## config.mk

```make
export PLATFORM = sky130hd
export DESIGN_NAME = mac_arbiter
export DESIGN_NICKNAME = d
export VERILOG_FILES = /design/src/rtl/mac_arb_pkg.sv /design/src/rtl/rr_arbiter.sv /design/src/rtl/mac_arbiter.sv
export SDC_FILE = /design/constraint.sdc
export NUM_CORES = 1
export LEC_CHECK = 0
export ABC_CLOCK_PERIOD_IN_PS = 3000
export BUFFER_PORTS_ARGS = -buffer_cell sky130_fd_sc_hd__buf_2
export CELL_PAD_IN_SITES_DETAIL_PLACEMENT = 2
export CELL_PAD_IN_SITES_GLOBAL_PLACEMENT = 2
export CORE_ASPECT_RATIO = 1.5
export CORE_UTILIZATION = 26
export CTS_CLUSTER_DIAMETER = 120
export DETAILED_ROUTE_END_ITERATION = 10
export MAX_ROUTING_LAYER = met4
export PLACE_DENSITY_LB_ADDON = 0.1
export SLEW_MARGIN = 20
export SYNTH_ARGS = -nofsm -noshare
export SYNTH_HDL_FRONTEND = slang
export SYNTH_SLANG_ARGS = --single-unit
```

## constraint.sdc

```tcl
create_clock -name clk -period 3 [get_ports clk]
set_input_delay 0.45 -clock clk [delete_from_list [all_inputs] [get_ports clk]]
set_output_delay 0.45 -clock clk [all_outputs]
set_load 0.02 [all_outputs]
```

## src/rtl/mac_arb_pkg.sv

```systemverilog
// Shared types and default sizing for the MAC arbiter and its round-robin picker.
package mac_arb_pkg;

  localparam int DEF_N_REQ   = 4;
  localparam int DEF_WA      = 12;
  localparam int DEF_WB      = 8;
  localparam int DEF_WO      = 45;
  localparam int DEF_TIMEOUT = 1023;

  typedef enum logic [1:0] {
    ST_IDLE     = 2'd0,
    ST_STREAM   = 2'd1,
    ST_WAIT_RES = 2'd2,
    ST_RETURN   = 2'd3
  } mac_state_t;

  // Index width for n requesters; a single requester still needs one bit.
  function automatic int idx_w(input int n);
    return (n > 1) ? $clog2(n) : 1;
  endfunction

endpackage

```

## src/rtl/rr_arbiter.sv

```systemverilog
// Combinational round-robin picker: first active request after i_last_grant.
module rr_arbiter
  import mac_arb_pkg::*;
#(
  parameter int N_REQ = DEF_N_REQ,
  parameter int IW    = idx_w(DEF_N_REQ)
) (
  input  logic [N_REQ-1:0] i_req,
  input  logic [IW-1:0]    i_last_grant,
  output logic [IW-1:0]    o_grant,
  output logic             o_grant_valid
);

  logic [IW-1:0] w_cand;

  // Walk candidates (last+1 .. last+N_REQ) mod N_REQ; the first hit wins.
  always_comb begin
    o_grant       = '0;
    o_grant_valid = 1'b0;
    w_cand        = '0;
    for (int k = 1; k <= N_REQ; k++) begin
      w_cand = IW'((int'(i_last_grant) + k) % N_REQ);
      if (!o_grant_valid && i_req[w_cand]) begin
        o_grant       = w_cand;
        o_grant_valid = 1'b1;
      end
    end
  end

endmodule

```

## src/rtl/mac_arbiter.sv

```systemverilog
// Shares one fixed_mac among N_REQ requesters. One requester owns the MAC for
// a whole vector: its beats are streamed through, the single result is
// captured (or a timeout error synthesised) and handed back before the next
// round-robin grant.
//
// Handshakes: every channel uses valid/ready. A beat or result moves on a
// rising edge where both valid and ready are high; valid never depends on
// ready from the same channel, and data is held while valid waits for ready.
module mac_arbiter
  import mac_arb_pkg::*;
#(
  parameter  int N_REQ   = DEF_N_REQ,
  parameter  int WA      = DEF_WA,
  parameter  int WB      = DEF_WB,
  parameter  int WO      = DEF_WO,
  parameter  int TIMEOUT = DEF_TIMEOUT,
  localparam int IW      = idx_w(N_REQ)
) (
  input  logic                clk,
  input  logic                reset,
  input  logic [N_REQ-1:0]    req_valid,
  output logic [N_REQ-1:0]    req_ready,
  input  logic [N_REQ*WA-1:0] req_a,
  input  logic [N_REQ*WB-1:0] req_b,
  input  logic [N_REQ-1:0]    req_last,
  input  logic [N_REQ-1:0]    req_sat,
  output logic [WA-1:0]       mac_A_data,
  output logic                mac_A_valid,
  output logic                mac_A_last,
  input  logic                mac_A_ready,
  output logic [WB-1:0]       mac_B_data,
  output logic                mac_B_valid,
  output logic                mac_B_last,
  input  logic                mac_B_ready,
  output logic                mac_OF_saturation,
  output logic                mac_UF_saturation,
  input  logic [WO-1:0]       mac_out_data,
  input  logic                mac_out_valid,
  input  logic                mac_overflow,
  input  logic                mac_underflow,
  output logic                mac_out_ready,
  output logic [WO-1:0]       res_data,
  output logic [N_REQ-1:0]    res_valid,
  input  logic [N_REQ-1:0]    res_ready,
  output logic                res_overflow,
  output logic                res_underflow,
  output logic                res_error,
  output logic [IW-1:0]       grant_id,
  output logic                busy,
  output logic [1:0]          o_dbg_state
);

  localparam int CW = (TIMEOUT > 1) ? $clog2(TIMEOUT + 1) : 1;

  mac_state_t    r_state;
  logic [IW-1:0] r_grant;
  logic [IW-1:0] r_last_grant;
  logic          r_sat;
  logic [CW-1:0] r_cnt;
  logic [WO-1:0] r_res_data;
  logic          r_res_ovf;
  logic          r_res_unf;
  logic          r_res_err;

  logic [IW-1:0] w_arb_grant;
  logic          w_arb_valid;
  logic          w_mac_ready;
  logic          w_g_valid;
  logic          w_beat;

  rr_arbiter #(
    .N_REQ (N_REQ),
    .IW    (IW)
  ) u_rr (
    .i_req         (req_valid),
    .i_last_grant  (r_last_grant),
    .o_grant       (w_arb_grant),
    .o_grant_valid (w_arb_valid)
  );

  assign w_mac_ready = mac_A_ready & mac_B_ready;
  assign w_g_valid   = req_valid[r_grant];
  assign w_beat      = (r_state == ST_STREAM) & w_g_valid & w_mac_ready;

  // Ownership FSM plus grant, saturation, timeout counter and result registers.
  always_ff @(posedge clk or posedge reset) begin
    if (reset) begin
      r_state      <= ST_IDLE;
      r_grant      <= '0;
      r_last_grant <= IW'(N_REQ - 1);
      r_sat        <= 1'b0;
      r_cnt        <= '0;
      r_res_data   <= '0;
      r_res_ovf    <= 1'b0;
      r_res_unf    <= 1'b0;
      r_res_err    <= 1'b0;
    end else begin
      case (r_state)
        ST_IDLE: begin
          if (w_arb_valid) begin
            r_grant <= w_arb_grant;
            r_sat   <= req_sat[w_arb_grant];
            r_state <= ST_STREAM;
          end
        end
        ST_STREAM: begin
          if (w_beat && req_last[r_grant]) begin
            r_cnt   <= '0;
            r_state <= ST_WAIT_RES;
          end
        end
        ST_WAIT_RES: begin
          if (mac_out_valid) begin
            r_res_data <= mac_out_data;
            r_res_ovf  <= mac_overflow;
            r_res_unf  <= mac_underflow;
            r_res_err  <= 1'b0;
            r_state    <= ST_RETURN;
          end else if (r_cnt == CW'(TIMEOUT)) begin
            // MAC never answered: hand back an explicit error, not stale data.
            r_res_data <= '0;
            r_res_ovf  <= 1'b0;
            r_res_unf  <= 1'b0;
            r_res_err  <= 1'b1;
            r_state    <= ST_RETURN;
          end else begin
            r_cnt <= r_cnt + CW'(1);
          end
        end
        ST_RETURN: begin
          if (res_ready[r_grant]) begin
            r_last_grant <= r_grant;
            r_state      <= ST_IDLE;
          end
        end
        default: r_state <= ST_IDLE;
      endcase
    end
  end

  // Route the granted requester to the MAC and steer the one-hot ready/valid.
  always_comb begin
    req_ready   = '0;
    res_valid   = '0;
    mac_A_valid = 1'b0;
    mac_B_valid = 1'b0;
    mac_A_data  = '0;
    mac_B_data  = '0;
    mac_A_last  = 1'b0;
    mac_B_last  = 1'b0;
    if (r_state == ST_STREAM) begin
      req_ready[r_grant] = w_mac_ready;
      mac_A_valid        = w_g_valid;
      mac_B_valid        = w_g_valid;
      mac_A_data         = req_a[r_grant*WA +: WA];
      mac_B_data         = req_b[r_grant*WB +: WB];
      mac_A_last         = req_last[r_grant];
      mac_B_last         = req_last[r_grant];
    end
    if (r_state == ST_RETURN) begin
      res_valid[r_grant] = 1'b1;
    end
  end

  assign mac_out_ready     = (r_state == ST_WAIT_RES);
  assign mac_OF_saturation = r_sat;
  assign mac_UF_saturation = r_sat;
  assign res_data          = r_res_data;
  assign res_overflow      = r_res_ovf;
  assign res_underflow     = r_res_unf;
  assign res_error         = r_res_err;
  assign grant_id          = r_grant;
  assign busy              = (r_state != ST_IDLE);
  assign o_dbg_state       = r_state;

endmodule

```

==> results by group <==
Finish
  • Final #Nets: 683
  • # diodes: 0
  • Area growth from synthesis to layout: 45.5%
  • Multi-input logic area: 1780 sq um
  • Share of layout cells above drive strength 1: 54.2%
  • Most frequent cells in the layout: 235 x buf_2, 62 x dfrtp_1, 47 x a22o_1, 23 x mux4_2, 22 x and2_1
  • Register area: 1630 sq um
  • Fillers: 1519
  • Most common cell after layout, fill and taps aside: buf_2

Clock tree
  • Resize count post-CTS: 0
  • Reg clk slew, reported paths: 0.05 ns
  • Cts bufs inserted: 9
  • Post-CTS Setup Bufs: 0
  • TritonCTS clock tree: done
  • Clk sinks: 65
  • CTS Buffer Depth: 2
  • Root buffer cell: clkbuf_16
  • Hold_buf cts: 0
  • Worst skew pair latency: 0.33 ns
  • H-tree Lvls: 3

Synth
  • Syn_area_per_cell: 11.8 sq um
  • Post-synthesis sequential area ratio: 45.8%
  • Post-synth top area cell: dfrtp_1
  • Yosys reg bits: 65
  • Async S/R FF share, synth: 100%
  • Synth Cell Area: 3560 sq um
  • Ys Warns: 0
  • Prevailing post-synth register cell: dfrtp_1
  • Distinct cells, synth: 47
  • Synth Net Count: 455
  • Mapped Cells: 302
  • Post-synth EDFFs: 0
  • Top cells by area, synth: dfrtp_1 44%, mux4_2 15%, a22o_1 12%, and2_1 3.9%, nand2_1 2.2%
  • Top-area cell type share of the netlist area: 44.3%

Worst setup path
  • Crit path max fanout: 19
  • Crit path kind: register to output pin
  • Worst path arrival time: 2.13 ns
  • R2R Setup Slk: 0.51 ns
  • CP Launch Type: register
  • Worst reg2reg path depth: 7
  • Req. time, crit path: 2.55 ns
  • Reg-to-reg startpoint: o_dbg_state[0]
  • Crit path capture type: output pin
  • Reg2reg end: r_cnt[0]

Global route
  • First-pass GRT wire length: 21000 um
  • Total gr overflow: 0
  • Initial antenna violation count: 0
  • Number of global-route vias before repair: 3927
  • All-layer global routing usage: 19.3%
  • Largest net degree at the start of global routing: 66

Timing
  • RSZ-0062 raised after global routing: no
  • Peak Freq: 0.388 GHz
  • Final period util: 85.9%
  • Worst clock skew: 0.00672 ns
  • Tmin final: 2.58 ns
  • Setup_tns: 0 ns
  • Final setup fails: 0
  • Final hold violation count: 0
  • Fin. max-slew vios: 0
  • Max_slew headroom: 33.0%
  • Measured slew at the worst slew-check pin: 1.01 ns
  • Worst hold margin: 0.174 ns

Hold path
  • Hold Path Class: input pin to asynchronous set/reset pin

Placed design
  • Port-buffer cells: 235
  • HPWL after DPL: 10100 um
  • Placer Congestion: 0.743

Routing
  • Drt wl/cell: 18.6 um
  • # DRC: 0
  • DRT iter0 DRCs: 115
  • Final ANT Viol Nets: 0
  • Router iterations before antenna repair: 4
  • Via count: 3568
  • Routed WL: 13000 um
  • Vias per cell: 5.12

Power
  • P per Cell Area: 1020 nW/um^2
  • Leakage dissipation: 2.69 nW
  • Overall Power: 5.30 mW
  • Max VDD drop: 0.000468 V

Run
  • Maxcap violations: 0

Floorplanning
  • Die Wd: 97.5 um
  • # IOs: 236
  • Starting Density: 26.5%
  • Row count: 52
  • Die H: 145 um
  • Core Area: 13400 sq um
  • Die ar.: 14200 sq um

Status
  • Outcome: finished clean
==> synthesized netlist by cell type, types with 4 or more instances <==
cell and n:
and2_1 22, and3_1 4, buf_4 4, nor3_1 4, o21ai_0 8, ha_1 5, nand2b_1 4, nand3_1 8
mux4_2 23, nor3b_1 4, a22o_1 47, nor2_1 9, dfrtp_1 63, a21oi_1 6, inv_1 11, nand2_1 21
clkbuf_1 14
==> per-stage QoR <==
step	util, %	std cells	cell area (sq um)	worst slack, ns
floorplan	-	302	3560	0.774
global route	38.6	697	5180	0.231
CTS	38.6	697	5180	0.354
global placement	36.6	681	4900	0.643
detailed placement	36.6	681	4900	0.478
finish	38.6	697	5180	0.424
==> kinds of logic after synthesis <==
kind of cell / after synthesis / synth area share (%)
buf+inv: 35 / 4.43
xor+xnor: 1 / 0.246
compound gates: 81 / 18.5
mux: 28 / 16.1
simple gates: 87 / 13.2
fa+ha+maj: 5 / 1.76
flops: 65 / 45.8
==> per-layer routing <==
metal	vias to the layer above	global-route usage, %	part of all wire [%]
li1	1605	-	-
met1	1767	21.2	39
met2	184	33.2	51
met3	12	5.59	8.9
met4	0	6.25	1.2
met5	-	-	0
==> area by class of cell <==
cell class	count	area share [%]
flip-flops and latches	65	31.5
repair buffers	241	24.1
inverters	11	0.798
clock buffers	13	5.03
clock inverters	3	0.290
well taps	162	3.92
multi-input cells	202	34.4
==> sequential cells by signal, indices dropped and copies added (netlist names), 2 cells and up <==
signal / flops
grant_id: 2
o_dbg_state: 2
r_cnt: 10
r_last_grant: 2
res_data: 45
==> report_power, final <==
| part | internal [mW] | leakage [nW] | total [mW] | switching (mW) |
|---|---|---|---|---|
| clock | 0.600 | 0.139 | 0.965 | 0.365 |
| combinational | 1.18 | 1.73 | 2.78 | 1.60 |
| sequential | 1.25 | 0.822 | 1.55 | 0.306 |
| total | 3.03 | 2.69 | 5.30 | 2.27 |
==> worst max path at each step <==
stage	startpoint	endpoint	slack (ns)	cells after the start
3_5_place_dp	o_dbg_state[0]	r_cnt[0]	0.48	7
3_3_place_gp	o_dbg_state[0]	r_cnt[1]	0.64	7
4_1_cts	grant_id[0]	mac_A_data[6]	0.35	4
2_1_floorplan	o_dbg_state[0]	res_data[10]	0.77	8
5_1_grt	o_dbg_state[0]	r_cnt[1]	0.23	7
6_report	grant_id[0]	mac_A_data[6]	0.42	4
==> worst max-delay path, stage by stage, from the launching register on <==
cell	delay, ns
dfrtp_2	0.63
buf_4	0.32
mux4_2	0.52
and2_1	0.17
buf_2	0.15
No activity file was read; power rests on OpenSTA's default activity.
